===== src/rtl/bcd_run_ctrl.sv =====
// Run/pause/clear controller for a cascaded BCD digit chain: prescaled Trigger ticks, DigitClear pulse, sticky Overflow.
// Optional feature macro BCD_RUN_CTRL_AUTOSTOP_EN: an overflow moves RUN->DONE and halts ticks until Clear.
module bcd_run_ctrl #(
    parameter int TICK_DIV = 100000000,
    parameter int CNT_W    = 27
) (
    input  logic       Clk,
    input  logic       Reset,
    input  logic       Start,
    input  logic       Stop,
    input  logic       Clear,
    input  logic       ChainCout,
    output logic       Trigger,
    output logic       DigitClear,
    output logic       Running,
    output logic       Overflow,
    output logic [1:0] State
);

    typedef enum logic [1:0] {
        ST_IDLE  = 2'b00,
        ST_RUN   = 2'b01,
        ST_PAUSE = 2'b10,
        ST_DONE  = 2'b11
    } state_t;

    localparam logic [CNT_W-1:0] TERM = CNT_W'(TICK_DIV - 1);

    state_t           state_q, state_d;
    logic [CNT_W-1:0] cnt_q, cnt_d;
    logic             start_prev_q, stop_prev_q, clear_prev_q;
    logic             trigger_q, trigger_d;
    logic             dclr_q, dclr_d;
    logic             running_q, running_d;
    logic             overflow_q, overflow_d;

    logic start_e, stop_e, clear_e, ovf_evt;

    always_comb begin
        start_e    = Start & ~start_prev_q;
        stop_e     = Stop & ~stop_prev_q;
        clear_e    = Clear & ~clear_prev_q;
        ovf_evt    = trigger_q & ChainCout;

        state_d    = state_q;
        cnt_d      = cnt_q;
        trigger_d  = 1'b0;
        dclr_d     = clear_e;
        overflow_d = overflow_q | ovf_evt;

        if (clear_e) begin
            state_d    = ST_IDLE;
            cnt_d      = '0;
            overflow_d = 1'b0;
        end else begin
            case (state_q)
                ST_IDLE: begin
                    if (start_e) begin
                        state_d = ST_RUN;
                        cnt_d   = '0;
                    end
                end
                ST_RUN: begin
                    // A pause on the terminal count holds the prescaler so the tick lands right after resume
                    if (stop_e) begin
                        state_d = ST_PAUSE;
                    end else if (cnt_q == TERM) begin
                        cnt_d     = '0;
                        trigger_d = 1'b1;
                    end else begin
                        cnt_d = cnt_q + 1'b1;
                    end
`ifdef BCD_RUN_CTRL_AUTOSTOP_EN
                    if (ovf_evt) begin
                        state_d   = ST_DONE;
                        cnt_d     = cnt_q;
                        trigger_d = 1'b0;
                    end
`endif
                end
                ST_PAUSE: begin
                    if (start_e) begin
                        state_d = ST_RUN;
                    end
                end
                default: begin
                    state_d = state_q;
                end
            endcase
        end

        running_d = (state_d == ST_RUN);
    end

    always_ff @(posedge Clk or negedge Reset) begin
        if (!Reset) begin
            state_q      <= ST_IDLE;
            cnt_q        <= '0;
            start_prev_q <= 1'b0;
            stop_prev_q  <= 1'b0;
            clear_prev_q <= 1'b0;
            trigger_q    <= 1'b0;
            dclr_q       <= 1'b0;
            running_q    <= 1'b0;
            overflow_q   <= 1'b0;
        end else begin
            state_q      <= state_d;
            cnt_q        <= cnt_d;
            start_prev_q <= Start;
            stop_prev_q  <= Stop;
            clear_prev_q <= Clear;
            trigger_q    <= trigger_d;
            dclr_q       <= dclr_d;
            running_q    <= running_d;
            overflow_q   <= overflow_d;
        end
    end

    assign Trigger    = trigger_q;
    assign DigitClear = dclr_q;
    assign Running    = running_q;
    assign Overflow   = overflow_q;
    assign State      = state_q;

endmodule


===== config.mk =====
export PLATFORM = sky130hd
export DESIGN_NAME = bcd_run_ctrl
export DESIGN_NICKNAME = d
export VERILOG_FILES = /design/src/rtl/bcd_run_ctrl.sv
export SDC_FILE = /design/constraint.sdc
export NUM_CORES = 1
export LEC_CHECK = 0
export ABC_AREA = 0
export BUFFER_PORTS_ARGS = -buffer_cell sky130_fd_sc_hd__buf_2
export CORE_MARGIN = 1
export CORE_UTILIZATION = 45
export CTS_CLUSTER_SIZE = 12
export DETAILED_ROUTE_END_ITERATION = 10
export PLACE_DENSITY = 0.63
export SLEW_MARGIN = 25
export SYNTH_ARGS = -nofsm -noshare
export SYNTH_HDL_FRONTEND = slang
export SYNTH_SLANG_ARGS = --single-unit

===== constraint.sdc =====
create_clock -name Clk -period 5.2 [get_ports Clk]
set_input_delay 0.26 -clock Clk [delete_from_list [all_inputs] [get_ports Clk]]
set_output_delay 0.26 -clock Clk [all_outputs]
set_load 0.01 [all_outputs]

# After elaboration in Yosys (flattened, before gate mapping)
# Cells that the tools add are included.
# W data, S select, Z words.
# totals
out_inout_bits	6
mem_bits_rw	0
n_memories	0
in_bits	6
rom_bits	0
register_bits	36
wordCells	42
latchBits	0
# op_classes
bitwise	8
multipliers	0
shifts	0
muxes	14
n_reduce_logical	4
n_div	0
addsub	1
eq_ne	6
magnitude_cmp	0
# ops
op	count
$mux W27	4
$pmux W27 S2	1
$add A27 B1 Y27 const B	1
$eq A27 B27 Y1 const B	1
$mux W2	3
$ne A3 B3 Y1 const B	2
$mux W1	5
$and A1 B1 Y1	4
$eq A2 B1 Y1 const B	2
$pmux W2 S2	1
$not A1 Y1	3
$reduce_and A3 Y1	1
$reduce_bool A3 Y1	1
$eq A2 B2 Y1 const B	1
$logic_not A2 Y1	1
$reduce_or A2 Y1	1
$or A1 B1 Y1	1

# Depth between registers and ports, before layout
# depth
depth_word	6
mapped_depth	7
depth_no_buf	6

# Worst setup path after synthesis
# Ideal clock, no wire load.
# synth_path
path_type	register -> register
start	register state_q[0] (netlist: State[0])
end	register cnt_q[17]
n_path_buf	1
arrival_ns	1.728
setup_time_ns	0.120
synth_period_minus_slack_ns	1.847
path_stages_with_launch	7
slack_ns	3.353
t_required_ns	5.080
cell_sequence	dfrtp_1 > or3b_4 > o221a_4 > buf_6 > nor4_2 > xnor2_1 > nor2_2
# synth_between
elab_chain_len	3
elab_cells_between_ends	8
classes_between	eq/ne: 3; mux: 2; reduce/logical: 3
# synth_rtl
element	line_no	rtl
from (decl)	29	state_t state_q, state_d;
from (signal assigned)	107	state_q <= state_d;
$eq A2 B1 Y1 or $logic_not A2 Y1 (tied branches)	56	case (state_q)
$ne A3 B3 Y1 (no line) (tied with other cells)	--	
$reduce_and A3 Y1 (no line) or $mux W27 (tied branches)	--	
to (signal assigned)	108	cnt_q <= cnt_d;
to (decl)	30	logic [CNT_W-1:0] cnt_q, cnt_d;
# Parallel ways exist; a longest one is shown, timed or not.
# A chain may end at the register's enable or synchronous reset.

# Worst setup path in the final report
# layout_path
start	register cnt_q[0]
end	register cnt_q[15]
# layout_between
elab_chain_len	5
elab_cells_between_ends	6
classes_between	add/sub: 1; eq/ne: 1; mux: 4
# layout_rtl
element	line_no	rtl
$add A27 B1 Y27 or $eq A27 B27 Y1 (tied branches)	71, 67	
$mux W27 (*)	67	end else if (cnt_q == TERM) begin
$mux W27 (*)	65	if (stop_e) begin
$pmux W27 S2 (*)	56	
$mux W27 (*)	51	if (clear_e) begin
# Mark *: on every way between the ends. The rest lies on a longest branch, timed or not. The select of a mux whose other input is x is not followed.

==> impl_metrics.csv <==
group,metric,value,unit
floorplan,die_width,67.20,um
setup_path,worst_path_max_delay_cell,"sky130_fd_sc_hd__nor2_2",
drt,drcViolationCount,0,
logic_synthesis,syn_nets,206,
final_layout,stdcell_area,2083,um^2
cts,postCtsResizedCells,0,
timing,worst_slack,2823,ps
drt,number_of_iterations_in_the_first_detailed_routing_pass,4,
timing,worst_pin_slew,868.9,ps
placed_design,detailedPlace.worstSlack,2843,ps
logic_synthesis,share_of_yosys_cell_area_claimed_by_the_top_area_cell_type,0.4709,
logic_synthesis,yosys-top-cells-count,"sky130_fd_sc_hd__dfrtp_1 (36), sky130_fd_sc_hd__nor2_1 (23), sky130_fd_sc_hd__nand2_1 (18), sky130_fd_sc_hd__nand3_1 (18)",
grt,grt_first_pass_wirelength,7169,um
power,p_per_area,271.5,nW/um^2
setup_path,critical_path.top_delay_family,"simple AND/OR/NAND/NOR gates",
hold_path,hp-class,"primary input to asynchronous set/reset pin",
timing,hold_violations,0,
grt,global_route.usage.total,0.2134,
setup_path,path_class,"flip-flop to flip-flop",
power,power.net_switching,161.5,uW
power,power_leakage,0.0008706,uW
setup_path,setup.worst_path.end_class,"flip-flop",
timing,finalSetupViolCount,0,
placed_design,portBuffers,11,
cts,post_cts_hold_buffer_count,0,
power,power.internal,404.0,uW
setup_path,crit_path_cell_trace,"ha_1, nand3_1, nor4_1, a21oi_1, nor2_2, nor2_1",
setup_path,number_of_buffers_and_inverters_on_the_critical_path,0,
timing,report.final.slew_viol_count,0,
floorplan,floorplan.core_area,4029,um^2
power,peak_supply_drop,0.1470,mV
cts,post_cts_buffers,0,
logic_synthesis,synth-edff-count,0,
drt,ant_nets,0,
cts,clockRootBuffer,"sky130_fd_sc_hd__clkbuf_8",
grt,antenna_found_initial,0,
setup_path,cp_data_required_time,5350,ps
timing,slew_headroom,0.4207,
logic_synthesis,post_synth_instance_area,1913,um^2
floorplan,die_area,4516,um^2
final_layout,area_growth,8.895,%
power,seq_power_share,0.528,
cts,cts_num_sinks,36,
logic_synthesis,synthCells,199,
grt,grt_start_max_net_pins,37,
timing,timing.final.crit_share,0.4570,
timing,final_tns_setup,0,ps
drt,detail_route.wirelength,3948,um
cts,cts-buffers-inserted,5,
power,power.share.clock,0.345,
final_layout,post_layout_nonfiller_instances,262,
cts,clkLatencyLatePin,290,ps
logic_synthesis,ys_warn_count,0,
cts,h-tree-depth,2,
logic_synthesis,post_synth.cell_area_avg,9.613,um^2
drt,vias,1511,
cts,tritoncts,"done",
outcome,status,"completed",
power,switching_share,0.2856,
placed_design,finalWeightedCongestion,0.7885,
final_layout,drive_gt1_frac,0.1462,
placed_design,detailed_place.area,1996,um^2
logic_synthesis,yosysSeqAreaShare,0.4709,
floorplan,boundaryPins,12,
setup_path,critPathMaxStageDelay,550,ps
logic_synthesis,synthArstFlopShare,1.000,
placed_design,dpl.cell_count,254,
timing,finalWorstPathRequiredPeriod,2377,ps
floorplan,die-height,67.20,um
logic_synthesis,synthMostInstantiatedCell,"sky130_fd_sc_hd__dfrtp_1",
logic_synthesis,netlist_top_cells_area,"sky130_fd_sc_hd__dfrtp_1 (47%), sky130_fd_sc_hd__nand3_1 (4.7%), sky130_fd_sc_hd__nor2_1 (4.5%), sky130_fd_sc_hd__xor2_1 (4.1%), sky130_fd_sc_hd__nand2_1 (3.5%)",
logic_synthesis,synth-main-ff-cell,"sky130_fd_sc_hd__dfrtp_1",
cts,clock_buffer_depth,2,
grt,grt_overflow,0,
drt,avgRoutedWirePerCell,15.07,um
final_layout,diodes,0,
floorplan,floorplan.initialDensity,0.4748,
setup_path,critPathLaunchType,"flip-flop",
cts,clk_pin_slew_worst_paths,80,ps
drt,drt_first_iter_violations,83,
timing,worst_skew,5.819,ps
final_layout,nets,218,
placed_design,dpl.hpwl,2789,um
setup_path,crit_arrival,2520,ps
drt,vias_per_cell,5.767,
logic_synthesis,synth_largest_area_cell,"sky130_fd_sc_hd__dfrtp_1",
logic_synthesis,synthDistinctLibCells,45,
timing,rsz0062_at_grt,"no",
final_layout,fillCellCount,369,
power,pwr-share-comb,0.127,
logic_synthesis,synth-seq-cells,36,
job,cap_violations,0,
grt,grt_pass1_vias,1507,
setup_path,path_max_fanout,14,
floorplan,row_count,23,
timing,hold_ws,52.06,ps
timing,clock.fmax,0.4208,GHz
[registers in the layout (all words and copies together), names as in the netlist]
register / flops
Trigger: 1
Overflow: 1
DigitClear: 1
Running: 1
State: 2
clear_prev_q: 1
stop_prev_q: 1
start_prev_q: 1
cnt_q: 27
[per-stage QoR]
| stage | total power, uW | util |
|---|---|---|
| 2_1_floorplan | 355.4 | - |
| 3_3_place_gp | 373.8 | 0.4953 |
| 3_5_place_dp | 376.1 | 0.4953 |
| 4_1_cts | 572.1 | 0.5171 |
| 5_1_grt | 595.3 | 0.5171 |
| 6_report | 565.5 | 0.5171 |
[cell families (layout without fill, tap and decap cells)]
family,after synthesis,after routing,share of synthesized area
AOI/OAI and AO/OA,32,32,0.1112
xor gates and xnor gates,14,14,0.06410
adders and majority gates,1,1,0.006539
buffers and inverters,11,24,0.02812
DFF,36,36,0.4709
muxes,1,1,0.005886
and+or+nand+nor,104,104,0.3133
[layer usage]
metal,track usage,part of all wire
met5,0,0
met4,0.08777,0.012
met3,0.03547,0.029
met1,0.2797,0.47
met2,0.3488,0.49
[final cells by class]
cell class,count,area (um^2),area share
clock buffer,5,68.82,0.03303
clock inverter,3,18.77,0.009009
tap,50,62.56,0.03003
multi-input combinational,152,958.4,0.4601
timing repair buffer,11,55.05,0.02643
sequential,36,900.9,0.4324
inverter,5,18.77,0.009009
[power by group through the flow]
| stage | combinational, uW | clock [uW] | sequential [uW] |
|---|---|---|---|
| floorplan | 51.1 | 0 | 304 |
| global placement | 70.8 | 0 | 303 |
| detailed placement | 72.3 | 0 | 304 |
| CTS | 72.4 | 201 | 298 |
| global route | 80.5 | 214 | 301 |
| finish | 71.9 | 195 | 299 |
[worst register-to-register path, delay by kind of cell (launching register included)]
family	cells	cell delay, ps
AO/OA/AOI/OAI	1	340
flip-flops	1	400
adder cells (fa/ha/maj)	1	210
AND/OR/NAND/NOR	4	1290
[placed cells by master (no fill, tap or decap), types with 2 or more instances in the layout]
cell | netlist | layout
sky130_fd_sc_hd__nand3_1 | 18 | 18
sky130_fd_sc_hd__nor4_4 | 2 | 2
sky130_fd_sc_hd__nand2_1 | 18 | 18
sky130_fd_sc_hd__a31oi_1 | 5 | 5
sky130_fd_sc_hd__xor2_1 | 9 | 9
sky130_fd_sc_hd__and4_1 | 2 | 2
sky130_fd_sc_hd__and2_1 | 2 | 2
sky130_fd_sc_hd__nor4_1 | 2 | 2
sky130_fd_sc_hd__dfrtp_1 | 36 | 36
sky130_fd_sc_hd__a41oi_1 | 2 | 2
sky130_fd_sc_hd__nor2_2 | 2 | 2
sky130_fd_sc_hd__inv_1 | 5 | 5
sky130_fd_sc_hd__nor2_1 | 23 | 23
sky130_fd_sc_hd__nor2b_1 | 3 | 3
sky130_fd_sc_hd__and3_1 | 3 | 3
sky130_fd_sc_hd__a21oi_1 | 9 | 9
sky130_fd_sc_hd__clkinv_2 | 0 | 2
sky130_fd_sc_hd__o21ai_0 | 9 | 9
sky130_fd_sc_hd__clkbuf_8 | 0 | 5
sky130_fd_sc_hd__buf_2 | 3 | 11
sky130_fd_sc_hd__nand2b_1 | 4 | 4
sky130_fd_sc_hd__nor3_1 | 5 | 5
sky130_fd_sc_hd__nand4b_1 | 2 | 2
sky130_fd_sc_hd__nand4_1 | 8 | 8
sky130_fd_sc_hd__xnor2_1 | 5 | 5
[worst paths after layout]
check / startpoint / endpoint / slack (ps) / cells after the start
min reg2reg: cnt_q[24]$_DFFE_PN0P_ / cnt_q[24]$_DFFE_PN0P_ / 480 / 1
max in group asynchronous: Reset / cnt_q[11]$_DFFE_PN0P_ / 4650 / 1
min: Reset / cnt_q[6]$_DFFE_PN0P_ / 50 / 1
max: cnt_q[0]$_DFFE_PN0P_ / cnt_q[15]$_DFFE_PN0P_ / 2820 / 6
max reg2reg: cnt_q[0]$_DFFE_PN0P_ / cnt_q[15]$_DFFE_PN0P_ / 2820 / 6
min in group Clk: Clear / clear_prev_q$_DFF_PN0_ / 100 / 1
Power figures use the tool's default switching activity.
